==> config.mk <==
export PLATFORM = sky130hd
export DESIGN_NAME = mux_scan_serializer_flat
export DESIGN_NICKNAME = d
export VERILOG_FILES = /design/src/rtl/mux_scan_serializer_pkg.sv /design/src/rtl/mux_scan_serializer_if.sv /design/src/rtl/mux_n.sv /design/src/rtl/mux_scan_serializer.sv /design/src/flat_wrapper.sv
export SDC_FILE = /design/constraint.sdc
export NUM_CORES = 1
export LEC_CHECK = 0
export ABC_AREA = 1
export CAP_MARGIN = 40
export CELL_PAD_IN_SITES_DETAIL_PLACEMENT = 2
export CELL_PAD_IN_SITES_GLOBAL_PLACEMENT = 2
export CORE_MARGIN = 4
export CORE_UTILIZATION = 27
export CTS_CLUSTER_SIZE = 16
export DETAILED_ROUTE_END_ITERATION = 12
export GPL_TIMING_DRIVEN = 0
export PLACE_DENSITY_LB_ADDON = 0.1
export SYNTH_ARGS = -nofsm -noshare
export SYNTH_HDL_FRONTEND = slang
export SYNTH_SLANG_ARGS = --single-unit
==> constraint.sdc <==
create_clock -name clk -period 3.8 [get_ports clk]
set_clock_uncertainty 0.15 [all_clocks]
set_input_delay 1.14 -clock clk [delete_from_list [all_inputs] [get_ports clk]]
set_output_delay 1.14 -clock clk [all_outputs]
set_load 0.1 [all_outputs]
==> src/rtl/mux_scan_serializer_pkg.sv <==
// Shared types and elaboration helpers for the mux_scan_serializer slice.
// Holds the FSM state encoding and the minimum select width for a given word width.
package mux_scan_serializer_pkg;

  typedef enum logic [0:0] {
    StIdle,
    StShift
  } state_e;

  // Narrowest select width able to address n mux inputs (at least one bit).
  function automatic int unsigned idx_width_min(input int unsigned n);
    return (n <= 1) ? 1 : $clog2(n);
  endfunction

endpackage

==> src/rtl/mux_scan_serializer_if.sv <==
// Word-in / bit-out handshake bundle for mux_scan_serializer.
// The slave modport is the serializer's view; master is the environment's view.
interface mux_scan_serializer_if #(
  parameter int unsigned N = 9,
  parameter int unsigned M = 4
);

  logic         in_valid;
  logic         in_ready;
  logic [N-1:0] in_data;
  logic         out_valid;
  logic         out_ready;
  logic         out_bit;
  logic [M-1:0] out_idx;
  logic         out_last;

  modport slave (
    input  in_valid,
    output in_ready,
    input  in_data,
    output out_valid,
    input  out_ready,
    output out_bit,
    output out_idx,
    output out_last
  );

  modport master (
    output in_valid,
    input  in_ready,
    output in_data,
    input  out_valid,
    output out_ready,
    input  out_bit,
    input  out_idx,
    input  out_last
  );

endinterface

==> src/rtl/mux_n.sv <==
// N-input, one-bit selector tree; select values at or beyond N yield 0.
module mux_n #(
  parameter int unsigned N = 2,
  parameter int unsigned m = 1
) (
  input  logic [N-1:0] inp,
  input  logic [m-1:0] select,
  output logic         out
);

  always_comb begin
    out = 1'b0;
    for (int unsigned i = 0; i < N; i++) begin
      if (select == m'(i)) begin
        out = inp[i];
      end
    end
  end

endmodule

==> src/rtl/mux_scan_serializer.sv <==
// Parallel-to-serial front end: captures a word, then walks mux_n's select across it,
// emitting one bit per accepted output beat.
module mux_scan_serializer
  import mux_scan_serializer_pkg::*;
#(
  parameter int unsigned N         = 9,
  parameter int unsigned M         = 4,
  parameter bit          LSB_FIRST = 1'b1
) (
  input logic                  clk,
  input logic                  rst,
  mux_scan_serializer_if.slave bus
);

  if (N < 1 || M < idx_width_min(N)) begin : g_param_err
    $error("mux_scan_serializer: M is too narrow to index N inputs");
  end

  localparam logic [M-1:0] IdxHi    = M'(N - 1);
  localparam logic [M-1:0] IdxFirst = LSB_FIRST ? '0 : IdxHi;
  localparam logic [M-1:0] IdxTerm  = LSB_FIRST ? IdxHi : '0;

  state_e       state_q, state_d;
  logic [M-1:0] idx_q, idx_d;
  logic [N-1:0] data_q, data_d;

  logic in_ready;
  logic out_valid;
  logic out_last;
  logic out_bit;
  logic at_term;

  mux_n #(
    .N (N),
    .m (M)
  ) u_mux (
    .inp    (data_q),
    .select (idx_q),
    .out    (out_bit)
  );

  always_comb begin
    state_d   = state_q;
    idx_d     = idx_q;
    data_d    = data_q;
    // Hold off upstream while reset is asserted so no word is lost into a flushing FSM.
    in_ready  = (state_q == StIdle) && !rst;
    out_valid = (state_q == StShift);
    at_term   = (idx_q == IdxTerm);
    out_last  = out_valid && at_term;

    unique case (state_q)
      StIdle: begin
        if (bus.in_valid && in_ready) begin
          data_d  = bus.in_data;
          idx_d   = IdxFirst;
          state_d = StShift;
        end
      end
      StShift: begin
        if (bus.out_ready) begin
          if (at_term) begin
            state_d = StIdle;
          end else if (LSB_FIRST) begin
            idx_d = idx_q + M'(1);
          end else begin
            idx_d = idx_q - M'(1);
          end
        end
      end
      default: state_d = StIdle;
    endcase
  end

  always_ff @(posedge clk) begin
    if (rst) begin
      state_q <= StIdle;
      idx_q   <= '0;
      data_q  <= '0;
    end else begin
      state_q <= state_d;
      idx_q   <= idx_d;
      data_q  <= data_d;
    end
  end

  assign bus.in_ready  = in_ready;
  assign bus.out_valid = out_valid;
  assign bus.out_bit   = out_bit;
  assign bus.out_idx   = idx_q;
  assign bus.out_last  = out_last;

endmodule

==> src/flat_wrapper.sv <==
// flat-port wrapper written by rule: the top's interface ports become plain ports
module mux_scan_serializer_flat import mux_scan_serializer_pkg::*;
#(
  parameter int unsigned N         = 9,
  parameter int unsigned M         = 4,
  parameter bit          LSB_FIRST = 1'b1
)
  (clk, rst, bus_in_valid, bus_in_ready, bus_in_data, bus_out_valid, bus_out_ready, bus_out_bit, bus_out_idx, bus_out_last);
  mux_scan_serializer_if #(.N(N), .M(M)) bus_i ();
  input logic clk;
  input logic rst;
  input wire logic [$bits(bus_i.in_valid)-1:0] bus_in_valid;
  output wire logic [$bits(bus_i.in_ready)-1:0] bus_in_ready;
  input wire logic [$bits(bus_i.in_data)-1:0] bus_in_data;
  output wire logic [$bits(bus_i.out_valid)-1:0] bus_out_valid;
  input wire logic [$bits(bus_i.out_ready)-1:0] bus_out_ready;
  output wire logic [$bits(bus_i.out_bit)-1:0] bus_out_bit;
  output wire logic [$bits(bus_i.out_idx)-1:0] bus_out_idx;
  output wire logic [$bits(bus_i.out_last)-1:0] bus_out_last;
  assign bus_i.in_valid = bus_in_valid;
  assign bus_in_ready = bus_i.in_ready;
  assign bus_i.in_data = bus_in_data;
  assign bus_out_valid = bus_i.out_valid;
  assign bus_i.out_ready = bus_out_ready;
  assign bus_out_bit = bus_i.out_bit;
  assign bus_out_idx = bus_i.out_idx;
  assign bus_out_last = bus_i.out_last;
  mux_scan_serializer #(.N(N), .M(M), .LSB_FIRST(LSB_FIRST)) u_core (.clk(clk), .rst(rst), .bus(bus_i));
endmodule
* Yosys cells after proc, flatten, opt, wreduce, memory -nomap -nowiden
Cells that the tools add are included.
Word-level totals: bits in read-only memories 0, word-level logic and storage cells 40, memory bits (writable) 0, register bits after elaboration 14, output and inout port bits 8, memories kept 0, latch bits 0
Cells by class: multipliers 0, bitwise gates (word level) 1, order comparisons 0, add/subtract/negate cells 1, shifts and indexed selects 0, reductions and logical operators 7, divide/modulo/power cells 0, equal/unequal tests 11, mux-type cells 17
Operator list (number):
- $eq A4 B3 Y1 const B | 4
- $mux W1 | 12
- $mux W4 | 3
- $eq A4 B2 Y1 const B | 2
- $pmux W4 S2 | 1
- $ne A2 B2 Y1 const B | 3
- $add A4 B1 Y4 const B | 1
- $eq A4 B1 Y1 const B | 1
- $eq A4 B4 Y1 const B | 1
- $logic_not A4 Y1 | 1
- $logic_and A1 B1 Y1 | 3
- $reduce_and A3 Y1 | 1
- $pmux W1 S2 | 1
- $reduce_and A2 Y1 | 1
- $logic_not A1 Y1 | 1
- $not A1 Y1 | 1

* Depth between registers and ports, before layout
depth after elaboration 10, mapped depth 11

* Cells and area by module
From an unflattened synthesis, not the netlist that was laid out.
Second synthesis, totals: cells, all modules 117, area total of the unflattened synthesis 759.5 µm²
By module, submodules not included:
- mux_scan_serializer | instances 1, cells an instance 89, sequential area each 280.3 µm², area each 639.4 µm²
- mux_n | instances 1, cells an instance 28, sequential area each 0.0 µm², area each 120.1 µm²

* Least setup slack after synthesis
No wires, ideal clock.
path kind reg2out, start register u_core.idx_q[0], in the netlist u_core.bus.out_idx[0], end output bus_out_last, cell stages (with the launch flop) 5, path buffers 0, path slack -0.018 ns, required time 2.510 ns, arrival time 2.528 ns, path through dfxtp_1 -> inv_1 -> ha_1 -> nand3_2 -> nor2_1
On the way: word-level cells in the longest chain between the ends 2
Ends and longest elaborated chain:
- start, declared | RTL line mux_scan_serializer.sv:24 | logic [M-1:0] idx_q, idx_d;
- start signal, assigned | RTL line mux_scan_serializer.sv:82 | idx_q <= idx_d;
- $eq A4 B4 Y1 | RTL line mux_scan_serializer.sv:49 | at_term = (idx_q == IdxTerm);
- $logic_and A1 B1 Y1 | RTL line mux_scan_serializer.sv:50 | out_last = out_valid && at_term;
- end, declared | RTL line flat_wrapper.sv:19 | output wire logic [$bits(bus_i.out_last)-1:0] bus_out_last;
Every way passes these cells.

* Worst setup path in the final report
start input rst, end output bus_in_ready
On the way: word-level cells in the longest chain between the ends 2
Ends and longest elaborated chain:
- start, declared | RTL line flat_wrapper.sv:11 | input logic rst;
- $logic_not A1 Y1 | RTL line mux_scan_serializer.sv:47 | in_ready = (state_q == StIdle) && !rst;
- $logic_and A1 B1 Y1 | RTL line mux_scan_serializer.sv:47
- end, declared | RTL line flat_wrapper.sv:13 | output wire logic [$bits(bus_i.in_ready)-1:0] bus_in_ready;
Every way passes these cells.

==> impl_metrics.prom <==
# TYPE chip_impl_metric gauge
chip_impl_info{name="run_status",value="complete, no violations"} 1
chip_impl_metric{name="synth_fa_ha_area_share",unit="%"} 7.03
chip_impl_metric{name="grt_use_total",unit="%"} 13.2
chip_impl_metric{name="min_period",unit="ns"} 3.74
chip_impl_metric{name="route.final.wire_length",unit="µm"} 2030
chip_impl_metric{name="design.core.area",unit="µm²"} 2500
chip_impl_metric{name="postRouteAntennaNets",unit=""} 0
chip_impl_metric{name="mappedNetlistNets",unit=""} 102
chip_impl_metric{name="ctsHoldBuffers",unit=""} 0
chip_impl_metric{name="clock_tree.buffer_depth",unit=""} 2
chip_impl_info{name="min_path_type",value="register to register"} 1
chip_impl_metric{name="critical_path_peak_fanout",unit=""} 10
chip_impl_metric{name="synthesis.area",unit="µm²"} 712
chip_impl_metric{name="grt_util_met3",unit="%"} 4.36
chip_impl_metric{name="max_freq",unit="GHz"} 0.267
chip_impl_metric{name="grt_antenna_before_repair",unit=""} 0
chip_impl_metric{name="worstSkewPairLatency",unit="ns"} 0.27
chip_impl_metric{name="setup_viol",unit=""} 0
chip_impl_metric{name="grt_start_max_net_pins",unit=""} 11
chip_impl_info{name="timing.critical_path.from_type",value="primary input"} 1
chip_impl_metric{name="cts_buffers",unit=""} 3
chip_impl_metric{name="worst_ep_arrival_time",unit="ns"} 2.45
chip_impl_metric{name="groute.layer.met2.usage",unit="%"} 22.8
chip_impl_metric{name="min_period_over_period",unit="%"} 98.5
chip_impl_metric{name="dieArea",unit="µm²"} 3520
chip_impl_metric{name="critical_path.n_buffers_inverters",unit=""} 4
chip_impl_metric{name="post_drt_via_cell_ratio",unit=""} 4.92
chip_impl_metric{name="final_max_slew_viol_count",unit=""} 0
chip_impl_metric{name="leakagePower",unit="nW"} 0.446
chip_impl_metric{name="grt_pass1_wl",unit="µm"} 3510
chip_impl_metric{name="final_layout_setup_total_negative_slack",unit="ns"} 0
chip_impl_info{name="cp_cell_sequence",value="dlygate4sd2_1 -> nor2_2 -> buf_6 -> clkdlybuf4s50_1 -> buf_12"} 1
chip_impl_info{name="cts.root.buffer_cell",value="clkbuf_4"} 1
chip_impl_metric{name="synth-simple-area-share",unit="%"} 24.4
chip_impl_metric{name="first_global_vias",unit=""} 741
chip_impl_metric{name="overflow",unit=""} 0
chip_impl_metric{name="holdWs",unit="ns"} 0.327
chip_impl_metric{name="placed_cell_area",unit="µm²"} 1060
chip_impl_metric{name="routedWlPerCell",unit="µm"} 14.0
chip_impl_metric{name="num-nets-final",unit=""} 134
chip_impl_metric{name="ctsHtreeMaxLevel",unit=""} 1
chip_impl_metric{name="tightestPinTransition",unit="ns"} 0.216
chip_impl_info{name="cp_top_family",value="buffers and inverters"} 1
chip_impl_metric{name="drv.max_cap_violation_count",unit=""} 0
chip_impl_metric{name="place_hpwl",unit="µm"} 1630
chip_impl_metric{name="drt_pass1_iterations",unit=""} 4
chip_impl_metric{name="n_antenna_cell",unit=""} 0
chip_impl_metric{name="ratio_of_cells_with_drive_above_1_in_the_final_layout",unit="%"} 25.2
chip_impl_metric{name="fraction_of_synthesized_area_in_multiplexers",unit="%"} 0
chip_impl_metric{name="die_w",unit="µm"} 59.4
chip_impl_metric{name="place_congestion",unit=""} 0.771
chip_impl_metric{name="post_synth_inst_count",unit=""} 85
chip_impl_metric{name="final-instance-count-excl-fill",unit=""} 145
chip_impl_info{name="setup_repair_after_global_routing_missed_its_margin",value="no"} 1
chip_impl_metric{name="placedCellCount",unit=""} 142
chip_impl_info{name="top_usage_layer",value="met2"} 1
chip_impl_metric{name="cp.required",unit="ns"} 2.51
chip_impl_metric{name="timing.final.hold_violations",unit=""} 0
chip_impl_metric{name="synthDistinctLibCells",unit=""} 23
chip_impl_metric{name="synth_seq_area_share",unit="%"} 39.4
chip_impl_metric{name="drc",unit=""} 0
chip_impl_info{name="critPathKind",value="primary input to output pin"} 1
chip_impl_metric{name="ios",unit=""} 21
chip_impl_metric{name="synth.avg_cell_area",unit="µm²"} 8.38
chip_impl_info{name="critPathSlowestCell",value="clkdlybuf4s50_1"} 1
chip_impl_metric{name="area_fraction_in_compound_gates_after_synthesis",unit="%"} 20.4
chip_impl_metric{name="synth_xor_area_share",unit="%"} 0
chip_impl_metric{name="syn_to_final_growth",unit="%"} 54.7
chip_impl_metric{name="number_of_clock_sinks",unit=""} 14
chip_impl_metric{name="synth.ff_latch_count",unit=""} 14
chip_impl_metric{name="irDropWorstVdd",unit="mV"} 0.240
chip_impl_metric{name="chipHeight",unit="µm"} 59.4
chip_impl_info{name="synth_top_family_by_area",value="simple AND/OR/NAND/NOR gates"} 1
chip_impl_metric{name="rows",unit=""} 18
chip_impl_info{name="critPathCaptureType",value="output pin"} 1
chip_impl_metric{name="dr.first_iter.drc_count",unit=""} 22
chip_impl_metric{name="io_buffers",unit=""} 19
chip_impl_metric{name="initial_utilization",unit="%"} 28.5
chip_impl_metric{name="yosysWarningCount",unit=""} 0
chip_impl_metric{name="design_area",unit="µm²"} 1100
chip_impl_info{name="tritoncts",value="yes"} 1
chip_impl_metric{name="worst_slew_margin_rel",unit="%"} 85.6
chip_impl_metric{name="max_stage_delay",unit="ns"} 0.53
chip_impl_metric{name="globalRouteMet1Util",unit="%"} 16.2
chip_impl_metric{name="powerDensity",unit="nW/µm²"} 362
chip_impl_metric{name="vias",unit=""} 714
chip_impl_metric{name="cts.clk_slew.worst_paths",unit="ns"} 0.08
## logic make-up after synthesis
| kind of cell | Yosys count |
|---|---|
| AND/OR/NAND/NOR | 31 |
| AO/OA/AOI/OAI | 21 |
| buffers and inverters | 15 |
| flip-flops | 14 |
| adder cells (fa/ha/maj) | 4 |
## cell usage after synthesis (all sizes together)
| cell type | n | share of area [%] |
|---|---|---|
| and3 | 1 | 0.88 |
| o21ai | 6 | 4.7 |
| buf | 3 | 2.5 |
| nor3 | 2 | 2.1 |
| nor2 | 3 | 1.6 |
| a32o | 7 | 9.8 |
| a31oi | 1 | 0.88 |
| nand4 | 2 | 1.8 |
| inv | 12 | 6.3 |
| ha | 4 | 7.0 |
| nand3 | 8 | 6.3 |
| nand2 | 14 | 11 |
| dfxtp | 14 | 39 |
| a21oi | 7 | 4.9 |
| or2 | 1 | 1.2 |
## area by class of cell
class                           count  area [µm²]
Inverter                           12        45.0
Timing Repair Buffer               27         314
Tap cell                           30        37.5
Fill cell                         282        1400
Clock buffer                        3        22.5
Sequential cell                    14         282
Multi-Input combinational cell     56         377
Buffer                              3        23.8
## per-layer routing
metal  wire length, µm  up-vias
li1                  -      359
met1               869      333
met2              1030       20
met3               118        2
met4                13        0
met5                 0        -
## state kept, by name (all words and copies together) (netlist names)
name / cells
u_core.bus.out_idx: 4
u_core.data_q: 9
u_core.bus.out_valid: 1
## report_power, final
group / total, W / leakage, nW / switching [W] / internal [W]
Combinational: 0.000150 / 0.317 / 0.0000905 / 0.0000596
Sequential: 0.000168 / 0.115 / 0.00000926 / 0.000158
Clock: 0.0000805 / 0.0138 / 0.0000439 / 0.0000366
## path summary, 6_finish.rpt
check / slack (ns) / cells past startpoint / endpoint / startpoint
worst max-delay path: 0.06 / 5 / bus_in_ready / rst
worst min-delay path: 0.33 / 1 / u_core.data_q[1] / u_core.data_q[1]
worst max register to register: 2.18 / 8 / u_core.bus.out_idx[3] / u_core.bus.out_idx[0]
worst min register to register: 0.33 / 1 / u_core.data_q[1] / u_core.data_q[1]
## cells in the final DEF (no fill, tap or decap), types with 2 or more instances in the layout
cell type and count:
buf_8 7, o21ai_1 3, nand4_1 2, clkdlybuf4s50_1 18, inv_2 2, nand2_4 2, inv_1 10, clkbuf_4 3
nand3_1 7, nand2_2 3, nor2_2 2, a32o_1 7, a21oi_1 7, o21ai_0 2, dfxtp_1 13, nand2_1 9
ha_1 3
## timing repair
action | in CTS | in global routing
endpoints found under the setup margin | 1 | 2
resized for setup | 4 | 3
setup buffers | 0 | 0
## worst reg2reg max path: stages (launching register included)
cell and delay [ns]:
dfxtp_1 0.44, inv_1 0.12, ha_2 0.23, nand3_2 0.11, nand2_2 0.08, nand2_4 0.09, nand2_4 0.07, nor3_1 0.15
nor2_1 0.07
## metrics by stage
step                utilization, %  setup slack, ns  total power [W]
detailed placement            42.5           -0.304         0.000319
global route                  44.0          0.00295         0.000424
floorplan                        -           0.0442         0.000260
finish                        44.0           0.0551         0.000398
CTS                           43.7           0.0282         0.000405
global placement              37.7           -0.698         0.000296
(Power assumes the default switching activity.)
